### config.mk
export PLATFORM = sky130hd
export DESIGN_NAME = mpmc11_strm_read_ctrl
export DESIGN_NICKNAME = d
export VERILOG_FILES = /design/src/rtl/mpmc11_strm_read_ctrl.sv
export SDC_FILE = /design/constraint.sdc
export NUM_CORES = 1
export LEC_CHECK = 0
export BUFFER_PORTS_ARGS = -buffer_cell sky130_fd_sc_hd__buf_4
export CORE_AREA = 2 2 239 241
export CTS_BUF_LIST = sky130_fd_sc_hd__clkbuf_8
export CTS_CLUSTER_SIZE = 20
export DETAILED_ROUTE_END_ITERATION = 8
export DIE_AREA = 0 0 241 243
export PLACE_DENSITY = 0.52
export SYNTH_ARGS = -nofsm -noshare
export SYNTH_HDL_FRONTEND = slang
export SYNTH_SLANG_ARGS = --single-unit
### constraint.sdc
create_clock -name clk -period 6.8 [get_ports clk]
set_input_delay 0 -clock clk [delete_from_list [all_inputs] [get_ports clk]]
set_output_delay 0 -clock clk [all_outputs]
set_load 0.01 [all_outputs]
### src/rtl/mpmc11_strm_read_ctrl.sv
// Stream read controller: splits a strip request into 32-byte read commands,
// bounds in-flight reads by FIFO credit and forwards in-order returns to the FIFO.
module mpmc11_strm_read_ctrl #(
   parameter int MAX_OUT       = 16,
   parameter int FIFO_DEPTH    = 256,
   parameter int CREDIT_MARGIN = 8,
   parameter int WID           = 32
) (
   input  logic             clk,
   input  logic             rst,
   input  logic             req_valid,
   output logic             req_ready,
   input  logic [31:0]      req_adr,
   input  logic [15:0]      req_len,
   input  logic             abort,
   output logic             cmd_valid,
   input  logic             cmd_ready,
   output logic [31:0]      cmd_adr,
   input  logic             rd_valid,
   input  logic [WID*8-1:0] rd_dat,
   input  logic [8:0]       fifo_wr_count,
   output logic             wr,
   output logic [WID*8-1:0] wdat,
   output logic             last_strip,
   output logic             busy,
   output logic             done,
   output logic             done_err
);

   localparam int OW = $clog2(MAX_OUT + 1);
   localparam logic [31:0] OUT_LIM  = 32'(MAX_OUT);
   localparam logic [31:0] CRED_LIM = 32'(FIFO_DEPTH - CREDIT_MARGIN);

   typedef enum logic [1:0] {IDLE, ISSUE, DRAIN, FINISH} state_t;

   state_t        state, state_nxt;
   logic [26:0]   base;
   logic [15:0]   len, issued, issued_nxt, received;
   logic [OW-1:0] outstanding, out_nxt;
   logic          aborted, active, abort_now, abort_eff;
   logic          issue, rd_acc, credit_ok, adr_unused;

   // Strip addresses are 32-byte aligned, so the low address bits carry nothing
   assign adr_unused = ^req_adr[4:0];

   assign active     = (state == ISSUE) || (state == DRAIN);
   assign abort_now  = abort && active;
   assign abort_eff  = aborted || abort_now;
   assign rd_acc     = rd_valid && (outstanding != '0);
   assign req_ready  = (state == IDLE);
   assign busy       = (state != IDLE);
   assign cmd_adr    = {base + 27'(issued), 5'b0};

   assign credit_ok  = (32'(outstanding) < OUT_LIM) &&
                       (32'(outstanding) + 32'(fifo_wr_count) < CRED_LIM);
   assign cmd_valid  = (state == ISSUE) && !abort && (issued < len) && credit_ok;
   assign issue      = cmd_valid && cmd_ready;
   assign issued_nxt = issued + 16'(issue);

   always_comb begin
      out_nxt = outstanding;
      if (issue && !rd_acc)
         out_nxt = outstanding + 1'b1;
      else if (!issue && rd_acc)
         out_nxt = outstanding - 1'b1;
   end

   always_comb begin
      state_nxt = state;
      unique case (state)
         IDLE:
            if (req_valid)
               state_nxt = (req_len == 16'd0) ? FINISH : ISSUE;
         ISSUE:
            if (abort || (issued_nxt == len))
               state_nxt = DRAIN;
         DRAIN:
            if (out_nxt == '0)
               state_nxt = FINISH;
         FINISH:
            state_nxt = IDLE;
         default:
            state_nxt = IDLE;
      endcase
   end

   always_ff @(posedge clk) begin
      if (rst) begin
         state       <= IDLE;
         base        <= '0;
         len         <= '0;
         issued      <= '0;
         received    <= '0;
         outstanding <= '0;
         aborted     <= 1'b0;
         wr          <= 1'b0;
         wdat        <= '0;
         last_strip  <= 1'b0;
         done        <= 1'b0;
         done_err    <= 1'b0;
      end else begin
         state       <= state_nxt;
         outstanding <= out_nxt;
         wr          <= rd_acc && !abort_eff;
         last_strip  <= rd_acc && !abort_eff && (received == len - 16'd1);
         done        <= (state == FINISH);
         done_err    <= (state == FINISH) && aborted;
         if (rd_acc)
            wdat <= rd_dat;
         if ((state == IDLE) && req_valid) begin
            base     <= req_adr[31:5];
            len      <= req_len;
            issued   <= '0;
            received <= '0;
            aborted  <= 1'b0;
         end else begin
            issued <= issued_nxt;
            if (rd_acc)
               received <= received + 16'd1;
            if (abort_now)
               aborted <= 1'b1;
         end
      end
   end

endmodule

# ---- Yosys cells after proc, flatten, opt, wreduce, memory -nomap -nowiden
# Index checks and enable logic that the tools add are counted.
dict set report word_totals {
  regBits 343
  romBits 0
  ramBits 0
  latchBits 0
  n_memories 0
  out_inout_bits 295
  input_bits 319
}
dict set report classes {
  muxes 7
  shift 0
  n_mul 0
  bitwise 0
  n_eq_ne 8
  n_lt_le_gt_ge 3
  reduce_logical 27
  div 0
  addsub 7
}
# op n
set op_table {}
lappend op_table {{== test 16 bit} 2}
lappend op_table {{adder 27 x 16 -> 27 bit} 1}
lappend op_table {{adder 16 x 1 -> 16 bit} 1}
lappend op_table {{adder 16 x 1 -> 16 bit, second input constant} 1}
lappend op_table {{logical NOT 16 bit} 1}
lappend op_table {{< comparator 16 bit} 1}
lappend op_table {{subtractor 16 x 1 -> 16 bit, second input constant} 1}
lappend op_table {{logical AND 1 bit} 13}
lappend op_table {{adder 5 x 9 -> 10 bit} 1}
lappend op_table {{< comparator 10 x 8 -> 1 bit, second input constant} 1}
lappend op_table {{two-way mux 5 bit} 2}
lappend op_table {{two-way mux 2 bit} 4}
lappend op_table {{case mux 2 bit (4 select lines)} 1}
lappend op_table {{adder 5 x 1 -> 5 bit, second input constant} 1}
lappend op_table {{logical NOT 5 bit} 1}
lappend op_table {{< comparator 5 bit, second input constant} 1}
lappend op_table {{nonzero test 5 bit} 1}
lappend op_table {{subtractor 5 x 1 -> 5 bit, second input constant} 1}
lappend op_table {{== test 2 bit, second input constant} 2}
lappend op_table {{logical NOT 1 bit} 4}
lappend op_table {{inequality test 2 x 1 -> 1 bit, second input constant} 2}
lappend op_table {{logical OR 1 bit} 3}
lappend op_table {{AND reduction 3 bit} 1}
lappend op_table {{== test 2 x 1 -> 1 bit, second input constant} 1}
lappend op_table {{4 further kinds} 4}

# ---- Depth between registers and ports, before layout
# Gate-level depths: netlist of run 1.
dict set report depth {
  word_depth 12
  depth_mapped 20
  mapped_depth_nobuf 18
}

# ---- Worst setup path before layout of run 1
# OpenSTA, ideal clock, no wires.
dict set report synth_timing {
  path_kind {register -> register}
  startpoint {register len[2]}
  endpoint {register state[0]}
  arrival_time_ns 4.080
  setup_ns 0.086
  synth_period_minus_slack_ns 4.165
  stages_incl_launch_ff 20
  setup_slack_ns 2.635
  path_cell_list {dfxtp_1 > clkbuf_1 > inv_1 > ha_1 > a211o_1 > a31oi_1 > o211ai_2 > a22o_1 > nor2_4 > ha_1 > ha_1 > and2_1 > clkbuf_1 > nand3_1 > nand3_1 > o21ai_0 > a2111oi_0 > a41oi_1 > a221o_1 > a211oi_1}
}
dict set report synth_via {
  elab_chain_len 11
  word_cells_on_any_way 16
}
# element line
set synth_rtl {}
lappend synth_rtl {{start, declared} 38} ;# logic [15:0] len, issued, issued_nxt, received;
lappend synth_rtl {{start signal, assigned} 112} ;# len <= req_len;
lappend synth_rtl {{branches (longest 10 deep; another with < comparator 16 bit)} n/a}
lappend synth_rtl {{AND reduction 3 bit (no line) *} n/a}
lappend synth_rtl {{end signal, assigned} 102} ;# state <= state_nxt;
lappend synth_rtl {{end, declared} 36} ;# state_t state, state_nxt;
# Every way passes the cells marked *.
# A chain may end at the register's enable or synchronous reset.

# ---- Worst setup path after layout of run 1
dict set report layout_timing {
  startpoint {register len[2]}
  endpoint {register state[1]}
}
# The elaborated chain is that of the path after synthesis.

==> results of run 1 <==
-- layout make-up --
type	instances	area [sq um]
Inverter	35	131
Clock inverter	28	225
Fill cell	5479	30700
Antenna cell	5	12.5
Timing Repair Buffer	1053	9010
Clock buffer	84	1160
Multi-Input combinational cell	1346	6900
Sequential cell	343	6870
Tap cell	756	946
-- placed cells by master (no fill, tap or decap), drive strengths merged, types with 4 or more instances in the layout --
cell / Yosys / final
or4: 4 / 4
nor3: 15 / 15
clkinv: 0 / 4
and4: 4 / 4
xnor2: 55 / 55
o2111ai: 4 / 4
a2111oi: 4 / 4
a211oi: 7 / 7
dlygate4sd3: 0 / 439
nor2b: 5 / 5
conb: 1 / 5
nand3: 33 / 33
inv: 35 / 55
diode: 0 / 5
buf: 8 / 614
xor2: 34 / 34
nand4: 18 / 18
nor2: 68 / 68
and3: 5 / 5
nand2: 623 / 623
dfxtp: 343 / 343
a21o: 5 / 5
or3: 8 / 8
ha: 45 / 45
a21oi: 326 / 326
o21ai: 23 / 23
nor4: 6 / 6
o211ai: 4 / 4
clkbuf: 112 / 84
and2: 4 / 4
nand2b: 6 / 6
-- power groups by stage --
stage | clock, W | combinational (W) | sequential (W)
after global routing | 0.00233 | 0.00367 | 0.00282
after global placement | 0 | 0.00294 | 0.00277
after floorplan | 0 | 0.00148 | 0.00291
final | 0.00216 | 0.00337 | 0.00276
after CTS | 0.00224 | 0.00335 | 0.00276
after detailed placement | 0 | 0.00296 | 0.00279
-- cells by family (layout without fill, tap and decap cells) --
group,after synthesis,in the layout,synth area share
compound gates,401,401,0.152
xor+xnor,89,89,0.0548
fa+ha+maj,46,46,0.0406
buf+inv,156,1200,0.0430
flops,343,343,0.479
mux,2,2,0.00140
other cells,1,10,0.000261
simple gates,803,803,0.230
-- through the flow --
stage | instance area [sq um] | total power [W] | hold slack, ns | std cells | worst slack, ns
2_1_floorplan | 14400 | 0.00440 | 0.0888 | 1845 | 2.63
3_3_place_gp | 19500 | 0.00571 | 0.247 | 3094 | 1.97
3_5_place_dp | 19500 | 0.00575 | 0.256 | 3094 | 1.93
4_1_cts | 25200 | 0.00835 | 0.00652 | 3645 | 1.87
5_1_grt | 25200 | 0.00882 | 0.0739 | 3650 | 1.36
6_report | 25200 | 0.00829 | 0.100 | 3650 | 1.79
-- what timing repair did --
action / CTS / global route
hold buffers: 439 / 0
setup endpoints to repair: 0 / 0
gates resized for setup: 0 / 0
hold endpoints to repair: 310 / 0
-- cells in the mapped netlist, types with 3 or more instances --
cell | number | area [sq um]
nand2_1 | 623 | 2340
dfxtp_1 | 343 | 6870
a21oi_1 | 326 | 1630
clkbuf_1 | 112 | 420
nor2_1 | 67 | 251
xnor2_1 | 54 | 473
ha_1 | 45 | 563
xor2_1 | 34 | 298
inv_1 | 32 | 120
nand3_1 | 32 | 160
nand4_1 | 18 | 113
o21ai_0 | 16 | 80.1
nor3_1 | 14 | 70.1
or3_1 | 8 | 50.1
a211oi_1 | 7 | 52.6
o21ai_1 | 6 | 30.0
a21o_1 | 5 | 37.5
and3_1 | 5 | 31.3
buf_4 | 5 | 37.5
nand2b_1 | 5 | 31.3
nor2b_1 | 5 | 31.3
nor4_1 | 5 | 31.3
a2111oi_0 | 4 | 35.0
and2_1 | 4 | 25.0
and4_1 | 4 | 35.0
o2111ai_1 | 4 | 35.0
a31oi_1 | 3 | 18.8
a41oi_1 | 3 | 26.3
inv_2 | 3 | 11.3
o211ai_1 | 3 | 22.5
o21a_1 | 3 | 22.5
o31ai_1 | 3 | 22.5
or4_1 | 3 | 22.5
-- tightest hold or removal path, cell delays in order --
cell and delay, ns:
buf_4 0.08, or4_4 0.12, nor4_4 0.04, nand3_2 0.12, nor2_4 0.10, nand2_1 0.10
a311oi_1 0.09
-- final timing paths --
| check | slack (ns) | from | endpoint | depth (start not counted) |
|---|---|---|---|---|
| setup / recovery | 1.79 | len[2] | state[1] | 17 |
| hold / removal | 0.10 | fifo_wr_count[8] | outstanding[1] | 7 |
| setup reg to reg | 1.79 | len[2] | state[1] | 17 |
| hold reg to reg | 0.45 | wdat[166] | wdat[166] | 2 |
-- state kept, by name, summed over array words and instances, names as in the netlist, 2 cells and up --
signal       count
outstanding      5
len             16
state            2
wdat           256
received        16
base            27
issued          16
-- metal layers --
layer	vias up	global-route usage	part of all wire
met4	4	0.104	0.049
met1	7719	0.224	0.39
met3	178	0.0572	0.064
met2	535	0.332	0.49
met5	-	0	0.00040
li1	8094	-	-
==> metrics, run 1 <==
clk root buf clkbuf_8; Worst path most repeated cell ha_1; P&R area growth vs syn 75.9%; final worst-path cycle share 0.736; Final setup viols 0; Comb power frac 0.406; synth warn 0; Sw Ratio 0.375; Post-synth EDFFs 0; WP data required 7.33 ns; largest net degree at the start of global routing 132; Die H 243 um; Syn Area/Cell 7.79 sq um; Initial Utilization 0.256; antenna viol nets, final 0; drt first pass iters 5; slowest CP cell a2111oi_0; Mapped Area 14400 sq um; Yosys reg bits 343; P_sw 0.00311 W; DIE WIDTH 241 um; Least-Margin Pin Slew 1.03 ns; CTS tree built; initial antenna violation count 7; critical-path cell list inv_1 > ha_1 > a211o_1 > a31oi_1 > o211ai_2 > a22o_1 > nor2_4 > ha_1 > ha_1 > and2_1 > nand3_1 > nand3_1 > o21ai_0 > a2111oi_0 > a41oi_1 > a221o_1 > a211oi_1; CP endpoint kind flip-flop; Hold Vio Cnt, Final 0; Worst Skew 0.0302 ns; leak pwr 11.2 nW; DRC 0; register area share after synthesis 0.479; CP Class reg2reg; max-slew violations 0; vias in the first global route 16900; highest clock rate 200 MHz; Net count, final 3213; first-pass GRT wire length 91400 um; total negative slack for setup checks 0 ns; HP Class in2reg; setup repair after global routing missed its margin no; core area 56000 sq um; Pint 0.00518 W; Final Critical Period 5.01 ns; Relative slew margins 0.314; Num Clock Sinks 343; DPL Wire Length 40300 um; Top FF cell, synth dfxtp_1; post-CTS setup buffer count 0; CP top delay family compound AO/OA/AOI/OAI gates; CTS Buf Count 69; kind of start point of the critical path flip-flop; sequential share of power 0.333; ys async rst share 0; DRT Wirelength 59600 um; Max rail drop VDD 0.225 mV; H-tree depth 3; largest stage delay on the critical path 0.48 ns; initial drt markers 703; total grt overflow 0; Mapped Cells 1841; max-cap violations 0; crit path max fanout 9; post-synthesis cell type count 65; WP data arrival 5.53 ns; Placer Congestion 0.886; Final Util 0.451; Vias 16500; I/O pin cnt 614; die area 58600 sq um; outcome finished clean; share of cells above drive strength 1 0.251; pwr dens 328 nW/um^2; port bufs 603; Max Buffers Root-to-Sink 3; WP buf/inv 1; num rows 87; Total GRT Usage 0.197; worst skew pair latency 0.63 ns; via-per-instance ratio 4.53; Wirelength per Cell 16.3 um; CTS clk-pin slew, worst paths 0.06 ns; clock network power share 0.260
Note: power is estimated with default switching activity, not from simulation.
==> run 2, diff against run 1 <==
clock period = 4.9 ns   (was 6.8 ns; I/O delays follow)
==> run 2 against run 1 <==
Net effect: sequential power grew 39%; combinational power grew 39%; core utilization about the same; clock skew is 0.0097 ns lower; total power is 39% higher; worst setup slack lost 1.4 ns; non-clock buffer count shrank 1; critical path depth is the same; global-route usage up 0.10 points; clock power grew 38%; fmax rose by 9.9%; critical path type unchanged; largest cell class unchanged.
==> metrics, run 2 (synthesized netlist as in run 1, its figures left out) <==
outcome finished clean; launch point of the worst path len[2]; pwr dens 455 nW/um^2 (+39%); port bufs 603 (unchanged); R2R Setup Slk 0.35 ns (-1.45 ns); antenna viol nets, final 0 (unchanged); setup repair after global routing missed its margin no; H-tree depth 3 (unchanged); clock network power share 0.259 (about the same); total negative slack for setup checks 0 ns (unchanged); slowest CP cell a2111oi_1; CTS clk-pin slew, worst paths 0.06 ns (about the same); Max Buffers Root-to-Sink 3 (unchanged); highest clock rate 220 MHz (+9.9%); CTS tree built; crit path max fanout 7 (-2); Worst Skew 0.0205 ns (-0.00965 ns); largest net degree at the start of global routing 169 (+28%); DIE WIDTH 241 um (unchanged); via-per-instance ratio 4.56 (+0.75%); Total GRT Usage 0.198 (+0.00100); Comb power frac 0.407 (about the same); worst setup path endpoint state[1]; largest reg by FF count wdat; Sw Ratio 0.377 (+0.00254); worst setup margin 0.346 ns (-1.45 ns); P_sw 0.00434 W (+40%); CP Class reg2reg; Fill cells 5486 (+0.13%); kind of start point of the critical path flip-flop; Final Critical Period 4.55 ns (-0.453 ns); # placed instances 3099 (+0.16%); max-slew violations 0 (unchanged); critical-path cell list inv_1 > ha_1 > a211o_1 > a31oi_1 > o211ai_2 > a22o_1 > nor2_4 > ha_1 > ha_1 > and2_2 > nand3_1 > nand3_1 > o21ai_0 > a2111oi_1 > a41oi_2 > a221o_1 > a211oi_1; Relative slew margins 0.294 (-0.0196); Placer Congestion 0.860 (-2.9%); Initial Utilization 0.256 (unchanged); num rows 87 (unchanged); Worst path most repeated cell ha_1; CP top delay family compound AO/OA/AOI/OAI gates; Pint 0.00716 W (+38%); WP data required 5.42 ns (-1.91 ns); Num Clock Sinks 343 (unchanged); vias in the first global route 17100 (+1.1%); WP buf/inv 1 (unchanged); post-CTS setup buffer count 0 (unchanged); Vias 16700 (+0.89%); DRT Wirelength 59900 um (+0.57%); Final setup viols 0 (unchanged); P&R area growth vs syn 76.1% (about the same); Net count, final 3211 (-0.062%); largest stage delay on the critical path 0.57 ns (+0.09 ns); first-pass GRT wire length 91600 um (+0.15%); FF-to-FF End state[1]; CTS Buf Count 68 (-1.4%); leak pwr 11.1 nW (-0.14%); max reg flops 256 (unchanged); Wirelength per Cell 16.4 um (+0.43%); I/O pin cnt 614 (unchanged); dpl ws 0.224 ns (-1.70 ns); initial antenna violation count 6 (-1); R2R cell count 17 (unchanged); sequential share of power 0.334 (about the same); initial drt markers 811 (+15%); die area 58600 sq um (unchanged); footprint of the multi-input gates 6920 sq um (+0.25%); commonest non-fill, non-tap cell in the layout nand2_1; Final Util 0.452 (about the same); total grt overflow 0 (unchanged); Least-Margin Pin Slew 1.06 ns (+0.0293 ns); reg2reg start len[2]; Die H 243 um (unchanged); HP Class in2reg; worst skew pair latency 0.63 ns (about the same); DPL Wire Length 40400 um (+0.31%); Non-Filler Instances 3655 (+0.14%); clk root buf clkbuf_8; Max rail drop VDD 0.387 mV (+72%); CP endpoint kind flip-flop; DRC 0 (unchanged); critical path depth 17 (unchanged); register area 6870 sq um (about the same); WP data arrival 5.08 ns (-0.45 ns); drt first pass iters 5 (unchanged); max-cap violations 0 (unchanged); most frequent cells in the layout 623 x nand2_1, 616 x buf_4, 433 x dlygate4sd3_1; top flop regs wdat x256, base x27; worst hold stages 4 (-3); Hold Vio Cnt, Final 0 (unchanged); share of cells above drive strength 1 0.255 (+0.00362); final worst-path cycle share 0.929 (+0.193); core area 56000 sq um (unchanged)
run 2: cell types whose count changed in the layout (fill, tap and decap cells not counted), moves of 2 or more:
| cell | change |
|---|---|
| a2111oi_0 | -3 |
| a2111oi_1 | +2 |
| buf_12 | +2 |
| buf_4 | +3 |
| clkinv_2 | +3 |
| clkinv_8 | -2 |
| dlygate4sd3_1 | -6 |
| inv_1 | +4 |
| inv_8 | +3 |
run 2: how the worst min path moves through the flow:
stage	from	end
2_1_floorplan	rst	wr
3_3_place_gp	rd_dat[242]	wdat[242]
3_5_place_dp	rd_dat[98]	wdat[98]
4_1_cts	rd_dat[253]	wdat[253]
5_1_grt	rd_dat[191]	wdat[191]
6_report	rd_dat[217]	wdat[217]
run 2: final cells by class:
cell class,count,area share
clock buffers,84,0.0458
diodes,4,0.000396
multi-input cells,1346,0.274
inverters,35,0.00520
clock inverters,35,0.00896
repair buffers,1052,0.357
flip-flops and latches,343,0.272
well taps,756,0.0374
run 2: per-layer routing:
layer | wire (um) | vias to the layer above | global-route usage
met2 | 29900 | 573 | 0.342
met4 | 2860 | 4 | 0.107
li1 | - | 8102 | -
met3 | 4160 | 174 | 0.0522
met5 | 22 | - | 0
met1 | 22900 | 7824 | 0.220
run 2: what timing repair did:
item,in CTS,in global routing
endpoints found under the hold margin,311,0
hold buffers,433,0
resized for setup,0,7
setup endpoints to repair,0,2
run 2: per-stage QoR:
stage | area [sq um] | total power, W | hold slack [ns]
floorplan | 14400 | 0.00610 | 0.0888
global placement | 19500 | 0.00793 | 0.246
detailed placement | 19500 | 0.00799 | 0.254
CTS | 25200 | 0.0116 | 0.0700
global route | 25300 | 0.0122 | 0.123
finish | 25300 | 0.0115 | 0.160
run 2: worst min-delay path, stage by stage:
cell and delay (ns):
dlygate4sd3_1 0.53, buf_4 0.10, nand2_1 0.04, a21oi_1 0.10
run 2: power by group through the flow:
stage          Combinational, W  Clock (W)  Sequential [W]
3_5_place_dp            0.00411          0         0.00388
6_report                0.00468    0.00298         0.00384
5_1_grt                 0.00510    0.00323         0.00392
4_1_cts                 0.00465    0.00309         0.00383
3_3_place_gp            0.00408          0         0.00385
2_1_floorplan           0.00206          0         0.00405
==> run 3, diff against run 2 <==
ABC_AREA = 1   (was not set)
CORE_AREA = 2 2 241 243   (was 2 2 239 241)
DIE_AREA = 0 0 243 245   (was 0 0 241 243)
==> run 3 against run 2 <==
Net effect: clock skew grew 0.0024 ns; core utilization down 2.2 points; via count is 2.1% lower; count of clock-buffer cells in the layout fell by 8; first-iteration DRC count down 2.2%; die area is 1.7% higher; global-route usage fell by 1.7 points; combinational power up 20%; total power is 11% higher; clock power fell by 7.4%; synthesized cell count rose by 7.1%; critical path depth is 9 higher; largest power group unchanged.
==> metrics, run 3 <==
post-CTS setup buffer count 0 (unchanged); leak pwr 11.3 nW (+1.0%); met3 usage 0.0503 (-0.00191); Max Buffers Root-to-Sink 3 (unchanged); antenna viol nets, final 0 (unchanged); largest net degree at the start of global routing 164 (-3.0%); share of cells above drive strength 1 0.250 (-0.00475); post-cts resize count 0 (unchanged); outcome finished clean; Placer Congestion 0.885 (+3.0%); CTS clk-pin slew, worst paths 0.06 ns (about the same); max-slew violations 0 (unchanged); core area 57000 sq um (+1.9%); clk root buf clkbuf_8; commonest non-fill, non-tap cell in the layout nor2_1; WP data required 5.43 ns (about the same); max reg flops 256 (unchanged); WP data arrival 4.85 ns (-0.23 ns); post-synthesis cell type count 45 (-31%); R2R Setup Slk 0.58 ns (+0.23 ns); Wirelength per Cell 15.4 um (-5.9%); drt first pass iters 5 (unchanged); total placed instance area 19800 sq um (+1.2%); port bufs 603 (unchanged); Num Clock Sinks 343 (unchanged); initial antenna violation count 5 (-1); Mapped Area 14600 sq um (+1.9%); slowest CP cell dfxtp_1; Area contributors post-synth dfxtp_1 47%, nor2_1 16%, o21ai_0 11%; via-per-instance ratio 4.41 (-3.4%); synth warn 0 (unchanged); DIE WIDTH 243 um (+0.83%); worst skew pair latency 0.66 ns (+0.03 ns); crit path max fanout 6 (-1); DRC 0 (unchanged); max-cap violations 0 (unchanged); Total GRT Usage 0.181 (-0.0170); initial drt markers 793 (-2.2%); first-pass GRT wire length 87000 um (-5.0%); Die H 245 um (+0.82%); CP endpoint kind flip-flop; launch point of the worst path len[5]; largest stage delay on the critical path 0.34 ns (-0.23 ns); Final Critical Period 4.32 ns (-0.234 ns); grt met2 use 0.318 (-0.0246); R2R cell count 26 (+9); ys async rst share 0 (unchanged); Relative slew margins 0.264 (-0.0304); pwr dens 520 nW/um^2 (+14%); Post-synth EDFFs 0 (unchanged); global routing's busiest layer met2; FF-to-FF End state[1]; total grt overflow 0 (unchanged); Final setup viols 0 (unchanged); DPL Wire Length 39800 um (-1.5%); H-tree depth 2 (-1); total negative slack for setup checks 0 ns (unchanged); Hold Vio Cnt, Final 0 (unchanged); Vias 16300 (-2.1%); register area share after synthesis 0.470 (-0.00876); HP Class in2reg; worst setup path endpoint state[1]; Yosys reg bits 343 (unchanged); DRT Wirelength 57100 um (-4.6%); Mapped Cells 1971 (+7.1%); Net count, final 3254 (+1.3%); CP Class reg2reg; top cells by count, synth 627 x nor2_1, 343 x dfxtp_1, 315 x o21ai_0; largest reg by FF count wdat; final worst-path cycle share 0.882 (-0.0477); die area 59500 sq um (+1.7%); worst hold stages 10 (+6); count leader, synth nor2_1; vias in the first global route 16400 (-3.9%); Least-Margin Pin Slew 1.10 ns (+0.0456 ns); most frequent cells in the layout 627 x nor2_1, 609 x buf_4, 349 x dlygate4sd3_1; setup repair after global routing missed its margin no; met1 GRT Util 0.205 (-0.0149); top-area cell type share of the netlist area 0.470 (-0.00876); reg2reg start len[5]; highest clock rate 231 MHz (+5.4%); P&R area growth vs syn 67.7%; Max rail drop VDD 0.367 mV (-5.1%); I/O pin cnt 614 (unchanged); post-layout instance area 24500 sq um (-3.0%); top flop regs wdat x256, base x27; Yosys top cell by area dfxtp_1; hold buffer count at cts 349 (-19%); CTS Buf Count 60 (-12%); num rows 88 (+1.1%); Initial Utilization 0.256 (about the same); Top FF cell, synth dfxtp_1; Worst Skew 0.0230 ns (+0.00242 ns); Syn Area/Cell 7.42 sq um (-4.9%); kind of start point of the critical path flip-flop; CTS tree built; Worst path most repeated cell nand2_1
==> run 3: worst max-delay path: cells and delay by family, from the launching register on <==
kind | cells | cell delay [ns]
buffers and inverters | 2 | 0.28
AND/OR/NAND/NOR | 17 | 2.12
XOR/XNOR | 2 | 0.35
flip-flops | 1 | 0.34
AO/OA/AOI/OAI | 2 | 0.41
adder cells (fa/ha/maj) | 3 | 0.70
==> run 3: final cells by class <==
class                   count  area [sq um]
diodes                      2          5.00
multi-input cells        1411          6900
well taps                 765           957
clock buffers              76          1050
fillers                  5793         32500
clock inverters            35           210
repair buffers            959          8090
flip-flops and latches    343          6870
inverters                 114           440
==> run 3: worst min path at each step <==
stage                           startpoint  slack, ns              to
after floorplan                 req_adr[5]       0.17         base[0]
after global placement          rd_dat[20]       0.25        wdat[20]
after detailed placement        rd_dat[92]       0.26        wdat[92]
after CTS                 fifo_wr_count[8]      0.004  outstanding[3]
after global routing            rd_dat[28]       0.10        wdat[28]
final                     fifo_wr_count[8]       0.07  outstanding[2]
==> run 3: kinds of logic after synthesis <==
family,Yosys count,synth area share
fa+ha+maj,46,0.0399
flops,343,0.470
compound gates,392,0.137
other cells,1,0.000257
buf+inv,221,0.0599
xor+xnor,74,0.0443
simple gates,894,0.249
==> run 3: power breakdown <==
group | internal (W) | switching [W]
sequential | 0.00377 | 0.000597
combinational | 0.00248 | 0.00315
clock | 0.00150 | 0.00126
total | 0.00774 | 0.00501
==> run 3: per-stage QoR <==
stage                util  power (W)  hold slack [ns]  cells  worst slack [ns]
floorplan               -    0.00722            0.167   1975              1.48
global placement    0.346    0.00964            0.250   3243             0.666
detailed placement  0.346    0.00971            0.257   3243             0.577
CTS                 0.430     0.0129          0.00386   3703             0.564
global route        0.430     0.0137            0.103   3705            0.0325
finish              0.430     0.0128           0.0681   3705             0.580
==> run 3: layer usage <==
metal / routed length (um) / up-vias
li1: - / 8185
met1: 22600 / 7507
met2: 28500 / 493
met3: 3710 / 134
met4: 2280 / 6
met5: 36 / -
